**config.mk**
```make
export PLATFORM = sky130hd
export DESIGN_NAME = mig_stream_evaluator
export DESIGN_NICKNAME = d
export VERILOG_FILES = /design/src/rtl/mig_stream_evaluator.sv
export SDC_FILE = /design/constraint.sdc
export NUM_CORES = 1
export LEC_CHECK = 0
export CAP_MARGIN = 40
export CORE_AREA = 2 2 117 85
export CTS_BUF_LIST = sky130_fd_sc_hd__clkbuf_2
export CTS_CLUSTER_SIZE = 40
export DETAILED_ROUTE_END_ITERATION = 10
export DIE_AREA = 0 0 119 87
export PLACE_DENSITY = 0.6
export SYNTH_ARGS = -nofsm -noshare
export SYNTH_HDL_FRONTEND = slang
export SYNTH_SLANG_ARGS = --single-unit
```
**constraint.sdc**
```tcl
create_clock -name clk -period 4.05 [get_ports clk]
set_input_delay 1.0125 -clock clk [delete_from_list [all_inputs] [get_ports clk]]
set_output_delay 1.0125 -clock clk [all_outputs]
set_load 0.01 [all_outputs]
```
**src/rtl/mig_stream_evaluator.sv**
```systemverilog
`default_nettype none
// ============================================================================
// Module      : mig_stream_evaluator
// Description : Sequential evaluator for a majority-inverter graph delivered
//               as a topologically ordered stream of 3-input majority nodes.
//               Each node is evaluated against a captured primary-input
//               vector; the value of the node flagged last is returned.
// Ports       : clk, rst_n       clock, synchronous active-low reset
//               i_start          begin evaluation, samples i_pi_vec
//               i_pi_vec         primary inputs (bit k = signal index k+1)
//               i_node_*         node record (valid, a/b/c index, inv, last)
//               o_node_ready     node record accepted when valid && ready
//               o_po_valid       one-cycle pulse, o_po_value valid
//               o_po_value       evaluated output, held until next completion
//               o_busy           evaluation in progress
//               o_err            sticky error, cleared by i_start
// Revision    : 1.0 - initial release
// ============================================================================
module mig_stream_evaluator #(
   parameter int NUM_PI    = 18,
   parameter int MAX_NODES = 16,
   parameter int IDX_W     = 6
) (
   input  logic              clk,
   input  logic              rst_n,
   input  logic              i_start,
   input  logic [NUM_PI-1:0] i_pi_vec,
   input  logic              i_node_valid,
   output logic              o_node_ready,
   input  logic [IDX_W-1:0]  i_node_a,
   input  logic [IDX_W-1:0]  i_node_b,
   input  logic [IDX_W-1:0]  i_node_c,
   input  logic [2:0]        i_node_inv,
   input  logic              i_node_last,
   output logic              o_po_valid,
   output logic              o_po_value,
   output logic              o_busy,
   output logic              o_err
);

   localparam int C_SIG_W = 1 + NUM_PI + MAX_NODES;
   localparam int C_CNT_W = $clog2(MAX_NODES + 1);
   localparam int C_LIM_W = IDX_W + 1;

   typedef enum logic [0:0] {
      S_IDLE = 1'b0,
      S_RUN  = 1'b1
   } state_t;

   state_t               r_state;
   state_t               w_state_next;
   logic [NUM_PI-1:0]    r_pi;
   logic [MAX_NODES-1:0] r_nodes;
   logic [C_CNT_W-1:0]   r_count;
   logic                 r_err;
   logic                 r_po_valid;
   logic                 r_po_value;

   logic                 w_run;
   logic                 w_hs;
   logic                 w_bad;
   logic                 w_store;
   logic                 w_idle_start;
   logic [C_LIM_W-1:0]   w_limit;
   logic [C_SIG_W-1:0]   w_sig;
   logic                 w_xa;
   logic                 w_xb;
   logic                 w_xc;
   logic                 w_v;

   // Select one bit of the signal space; indices beyond it read as 0 (they
   // are always flagged as errors, so the value is never used).
   function automatic logic f_lookup(input logic [IDX_W-1:0]   idx,
                                     input logic [C_SIG_W-1:0] sig);
      logic r;
      r = 1'b0;
      for (int k = 0; k < C_SIG_W; k++) begin
         if (idx == IDX_W'(k)) r = sig[k];
      end
      return r;
   endfunction

   // Signal space: index 0 = constant 0, then PIs, then stored nodes.
   assign w_sig   = {r_nodes, r_pi, 1'b0};

   assign w_run        = (r_state == S_RUN);
   assign w_hs         = i_node_valid && w_run;
   assign w_idle_start = (r_state == S_IDLE) && i_start;

   // First index not yet defined: anything at or above it is a forward
   // reference or out of range.
   assign w_limit = C_LIM_W'(NUM_PI + 1) + C_LIM_W'(r_count);
   assign w_bad   = ({1'b0, i_node_a} >= w_limit) ||
                    ({1'b0, i_node_b} >= w_limit) ||
                    ({1'b0, i_node_c} >= w_limit) ||
                    (r_count == C_CNT_W'(MAX_NODES));
   assign w_store = w_hs && !w_bad;

   assign w_xa = f_lookup(i_node_a, w_sig) ^ i_node_inv[0];
   assign w_xb = f_lookup(i_node_b, w_sig) ^ i_node_inv[1];
   assign w_xc = f_lookup(i_node_c, w_sig) ^ i_node_inv[2];
   assign w_v  = (w_xa & w_xb) | (w_xa & w_xc) | (w_xb & w_xc);

   always_comb begin
      w_state_next = r_state;
      o_node_ready = 1'b0;
      o_busy       = 1'b0;
      case (r_state)
         S_IDLE: begin
            if (i_start) w_state_next = S_RUN;
         end
         S_RUN: begin
            o_node_ready = 1'b1;
            o_busy       = 1'b1;
            if (w_hs && (w_bad || i_node_last)) w_state_next = S_IDLE;
         end
         default: w_state_next = S_IDLE;
      endcase
   end

   always_ff @(posedge clk) begin
      if (!rst_n) begin
         r_state    <= S_IDLE;
         r_count    <= '0;
         r_err      <= 1'b0;
         r_po_valid <= 1'b0;
         r_po_value <= 1'b0;
      end else begin
         r_state    <= w_state_next;
         r_po_valid <= 1'b0;
         if (w_idle_start) begin
            r_count <= '0;
            r_err   <= 1'b0;
         end
         if (w_hs) begin
            if (w_bad) begin
               r_err <= 1'b1;
            end else begin
               r_count <= r_count + C_CNT_W'(1);
               if (i_node_last) begin
                  r_po_valid <= 1'b1;
                  r_po_value <= w_v;
               end
            end
         end
      end
   end

   // Data storage needs no reset: every location is written before it
   // can legally be referenced.
   always_ff @(posedge clk) begin
      if (w_idle_start) r_pi <= i_pi_vec;
      for (int n = 0; n < MAX_NODES; n++) begin
         if (w_store && (r_count == C_CNT_W'(n))) r_nodes[n] <= w_v;
      end
   end

   assign o_po_valid = r_po_valid;
   assign o_po_value = r_po_value;
   assign o_err      = r_err;

endmodule
`default_nettype wire

```
# [Word level (Yosys, flattened, before mapping)]
# Index checks and enable logic that the tools add are counted.
[totals] regBits=43 in_bits=44 out_inout_bits=5 elab_cells=298
[classes] add_sub_neg=2 order_cmp=3 n_eq_ne=118 n_mux=113 n_bitwise=12 n_reduce_logical=28
[ops] cell="$eq A6 B5 Y1 const B" n=48
[ops] cell="$eq A6 B4 Y1 const B" n=24
[ops] cell="$mux W1" n=109
[ops] cell="$eq A6 B3 Y1 const B" n=12
[ops] cell="$eq A6 B6 Y1 const B" n=9
[ops] cell="$eq A5 B4 Y1 const B" n=8
[ops] cell="$eq A6 B2 Y1 const B" n=6
[ops] cell="$eq A5 B3 Y1 const B" n=4
[ops] cell="$logic_and A1 B1 Y1" n=20
[ops] cell="$eq A6 B1 Y1 const B" n=3
[ops] cell="$ge A6 B6 Y1" n=3
[ops] cell="$mux W5" n=3
[ops] cell="$eq A5 B2 Y1 const B" n=2
[ops] cell="$add A5 B5 Y6 const A" n=1
[ops] cell="$add A5 B1 Y5 const B" n=1
[ops] cell="$eq A5 B1 Y1 const B" n=1
[ops] cell="$eq A5 B5 Y1 const B" n=1
[ops] cell="$logic_not A5 Y1" n=1
[ops] cell="$logic_or A1 B1 Y1" n=4
[ops] cell="$not A1 Y1" n=4
[ops] cell="$and A1 B1 Y1" n=3
[ops] cell="$reduce_and A3 Y1" n=1
[ops] cell="$reduce_or A3 Y1" n=1
[ops] cell="$xor A1 B1 Y1" n=3
[ops] cell="other kinds (3)" n=4

# [Logic depth before layout (Yosys ltp)]
[logic_depth] depth_word=39 depth_mapped=13 mapped_depth_nobuf=11

# [Worst setup path before layout]
# No wires, ideal clock.
[synth_path] kind="input port to flip-flop" start="in i_node_c[0]" end="reg r_nodes[10], enable pin" setup_ns=0.312 t_arrival_ns=3.316 required_time_ns=3.738 path_slack_ns=0.422 cell_stages=13 path_buffers=3 cell_sequence="buf_2 > buf_2 > buf_2 > inv_1 > ha_1 > nand2b_1 > a21o_1 > a21o_1 > a211oi_1 > o22ai_1 > nor2_2 > nand2_1 > nor3_1"
[synth_between] elab_chain_cells=6
[synth_rtl] item="from (decl)" line_no="32" text="input logic [IDX_W-1:0] i_node_c,"
[synth_rtl] item="$ge A6 B6 Y1" line_no="95" text="({1'b0, i_node_c} >= w_limit) ||"
[synth_rtl] item="$logic_or A1 B1 Y1" line_no="94" text="({1'b0, i_node_b} >= w_limit) ||"
[synth_rtl] item="$logic_or A1 B1 Y1" line_no="95"
[synth_rtl] item="$logic_not A1 Y1" line_no="97" text="assign w_store = w_hs && !w_bad;"
[synth_rtl] item="$logic_and A1 B1 Y1" line_no="97"
[synth_rtl] item="$logic_and A1 B1 Y1" line_no="154" text="if (w_store && (r_count == C_CNT_W'(n))) r_nodes[n] <= w_v;"
[synth_rtl] item="to (signal, indexed assignment)" line_no="154"
[synth_rtl] item="to (decl)" line_no="53" text="logic [MAX_NODES-1:0] r_nodes;"
# No other way between the ends.
# A chain may end at the register's enable or synchronous reset.

# [Final worst setup path]
[layout_path] start="in i_node_c[5]" end="reg r_nodes[1], data pin"
[layout_between] elab_chain_cells=39 elab_cells_between_ends=73 classes_between="34 x eq/ne; 34 x mux; 5 x bitwise"
[layout_rtl] item="$eq A6 B1 Y1" line_no="78" text="if (idx == IDX_W'(k)) r = sig[k];"
[layout_rtl] item="$mux W1 (33 in a row)" line_no="78"
[layout_rtl] item="$mux W1 (*)" line_no="78"
[layout_rtl] item="$xor A1 B1 Y1 (*)" line_no="101" text="assign w_xc = f_lookup(i_node_c, w_sig) ^ i_node_inv[2];"
[layout_rtl] item="$and A1 B1 Y1" line_no="102" text="assign w_v = (w_xa & w_xb) | (w_xa & w_xc) | (w_xb & w_xc);"
[layout_rtl] item="$or A1 B1 Y1" line_no="102"
[layout_rtl] item="$or A1 B1 Y1 (*)" line_no="102"
[layout_rtl] item="net w_v" line_no="69" text="logic w_v;"
# The timed path passes the listed nets; every way through them passes the cells marked *.

==> impl_metrics.env <==
export IMPL_irDropWorstVdd_mv=0.113
export IMPL_arrival_ns=3.69
export IMPL_worstHoldStart="o_po_value"
export IMPL_fin_util_pct=46.4
export IMPL_critPathMaxStageDelay_ns=0.59
export IMPL_final_cell_mix="clkdlybuf4s50_1 (48), nor2_1 (36), edfxtp_1 (34)"
export IMPL_antenna_found_initial=0
export IMPL_synthTopCellsByArea="edfxtp_1 (29%), ha_1 (8.4%), dfxtp_1 (5.0%)"
export IMPL_cts_resized_gates=0
export IMPL_synth_edf_count=34
export IMPL_routedWlPerCell_um=18.9
export IMPL_cts_reportedPaths_clkPinSlew_ns=0.24
export IMPL_drtIter0Drc=391
export IMPL_holdCritPathClass="flop to flop"
export IMPL_ys_seq_area_share_pct=33.6
export IMPL_skew_ns=0.0197
export IMPL_worstSetupPathType="input port to flop"
export IMPL_area_growth_pct=21.3
export IMPL_overflow=0
export IMPL_synth_async_reset_ratio_pct=0
export IMPL_clockBufferDepth=2
export IMPL_cts_buffers=5
export IMPL_synth_flop_cell="edfxtp_1"
export IMPL_post_place_ws_ns=0.162
export IMPL_cap_violations=0
export IMPL_die_w_um=119
export IMPL_tns_ns=0
export IMPL_period_share_pct=85.5
export IMPL_powerDensity_mw_per_mm2=226
export IMPL_die_height_um=87
export IMPL_worstMarginPinSlew_ns=0.869
export IMPL_start_util_pct=38.3
export IMPL_yosysWarningCount=0
export IMPL_setup_worst_path_end_class="flop"
export IMPL_rows=30
export IMPL_portBuffers=48
export IMPL_clkLatencyLatePin_ns=0.46
export IMPL_ant_nets=0
export IMPL_die_area_mm2=0.0104
export IMPL_rsz0062_at_grt="no"
export IMPL_crit_start="i_node_c[5]"
export IMPL_ys_ff_latch=43
export IMPL_vias_per_cell=5.83
export IMPL_finalSetupViolCount=0
export IMPL_finalHoldViolations=0
export IMPL_postSynthCellCount=390
export IMPL_via_count=3333
export IMPL_cts_tree="built"
export IMPL_slew_headroom_pct=42.0
export IMPL_required_ns=4.28
export IMPL_gr_usage_all_layers_pct=21.5
export IMPL_grt_pass1_wl_um=17000
export IMPL_yosys_area_top_type="edfxtp_1"
export IMPL_ioPinCount=49
export IMPL_final_common_cell="clkdlybuf4s50_1"
export IMPL_hpwlAfterDp_um=8350
export IMPL_syn_num_nets=458
export IMPL_cpMaxStageDelayCell="clkdlybuf4s50_1"
export IMPL_drc=0
export IMPL_cp_max_fo=16
export IMPL_clockRootBuffer="clkbuf_2"
export IMPL_dr_pass1_iters=5
export IMPL_grt_pass1_vias=3004
export IMPL_place_gp_congestion=0.940
export IMPL_r2r_start="r_count[0]"
export IMPL_finalPower_uw=982
export IMPL_layout_nets=511
export IMPL_post_cts_buffers=0
export IMPL_drive_gt1_share_pct=11.0
export IMPL_cp_top_family="simple AND/OR/NAND/NOR gates"
export IMPL_syn_area_per_cell_um2=9.17
export IMPL_grt_max_degree=32
export IMPL_fin_crit_ns=3.46
export IMPL_num_antenna_cells=0
export IMPL_fmax_mhz=289
export IMPL_cts_hold_buf=0
export IMPL_cts_max_level=2
export IMPL_synthesis_area_mm2=0.00358
export IMPL_drt_wl_total_um=10800
export IMPL_crit_chain="clkdlybuf4s50_1 -> buf_4 -> nor4b_1 -> o311ai_1 -> o21ai_0 -> o211ai_1 -> a31oi_1 -> xnor2_1 -> o21ai_2 -> nand2_1"
export IMPL_setup_ws_ns=0.588
export IMPL_path_buf_inv=2
export IMPL_status="complete, no violations"
export IMPL_numClockSinks=43
export IMPL_core_area_mm2=0.00935
export IMPL_p_leak_nw=1.59
export IMPL_synth_top_area_share_pct=28.5
export IMPL_cp_start_kind="input port"
export IMPL_synth_cell_type_count=73
export IMPL_maxSlewViolCount=0
kinds of logic after synthesis:
group	after synthesis	synth area share (%)
buffers and inverters	44	5.35
xor gates and xnor gates	8	2.17
muxes	26	8.22
and+or+nand+nor	143	21.9
adders and majority gates	24	8.39
AOI/OAI and AO/OA	102	20.4
DFF	43	33.6
worst reg2reg max path, stage by stage, from the launching register on:
cell and delay, ns:
dfxtp_1 0.45, inv_1 0.18, ha_1 0.41, ha_1 0.30
a21o_1 0.16, a21o_1 0.17, a211oi_1 0.32, o21ai_1 0.21
nor2_2 0.25, nand2_1 0.15, nor3_1 0.22
layer usage:
| layer | GRT usage (%) | wire, µm |
|---|---|---|
| met1 | 32.9 | 5300 |
| met2 | 30.3 | 4430 |
| met3 | 5.50 | 976 |
| met4 | 4.33 | 99 |
| met5 | 0 | 0 |
registers in the layout, summed over array words and instances, names as in the netlist:
signal and cells:
r_pi 18, r_nodes 16, r_count 5, o_err 1, o_po_valid 1, o_po_value 1
r_state 1
layout make-up:
cell class	instances	area [µm²]
Clock buffer	5	25.0
Clock inverter	3	25.0
Fill cell	895	5010
Tap cell	128	160
Timing Repair Buffer	69	663
Sequential cell	43	1200
Multi-Input combinational cell	303	2180
Inverter	21	78.8
cell usage after synthesis, types with 9 or more instances:
master	instances
nor2_1	36
edfxtp_1	34
nand2_1	28
ha_1	24
inv_1	20
mux2i_1	17
nor3_1	16
o21ai_0	14
a21oi_1	13
a211oi_1	11
buf_2	9
clkbuf_1	9
dfxtp_1	9
nand2b_1	9
nor2b_1	9
final timing paths:
check | to | slack (ns) | cells past startpoint
min reg2reg | o_po_value | 0.62 | 2
max | r_nodes[1] | 0.59 | 10
max reg2reg | r_nodes[1] | 0.95 | 10
min | o_po_value | 0.62 | 2
per-stage QoR:
step / area, µm² / hold slack (ns) / cells
2_1_floorplan: 3580 / 0.552 / 390
3_3_place_gp: 4290 / 0.589 / 564
3_5_place_dp: 4290 / 0.585 / 564
4_1_cts: 4340 / 0.612 / 572
5_1_grt: 4340 / 0.669 / 572
6_report: 4340 / 0.619 / 572
power by group:
| group | switching, mW | internal (mW) | leakage, nW | total [mW] |
|---|---|---|---|---|
| Combinational | 0.132 | 0.121 | 1.17 | 0.254 |
| Clock | 0.165 | 0.0446 | 0.0292 | 0.209 |
| Sequential | 0.0144 | 0.505 | 0.389 | 0.519 |
(Power assumes the default switching activity.)
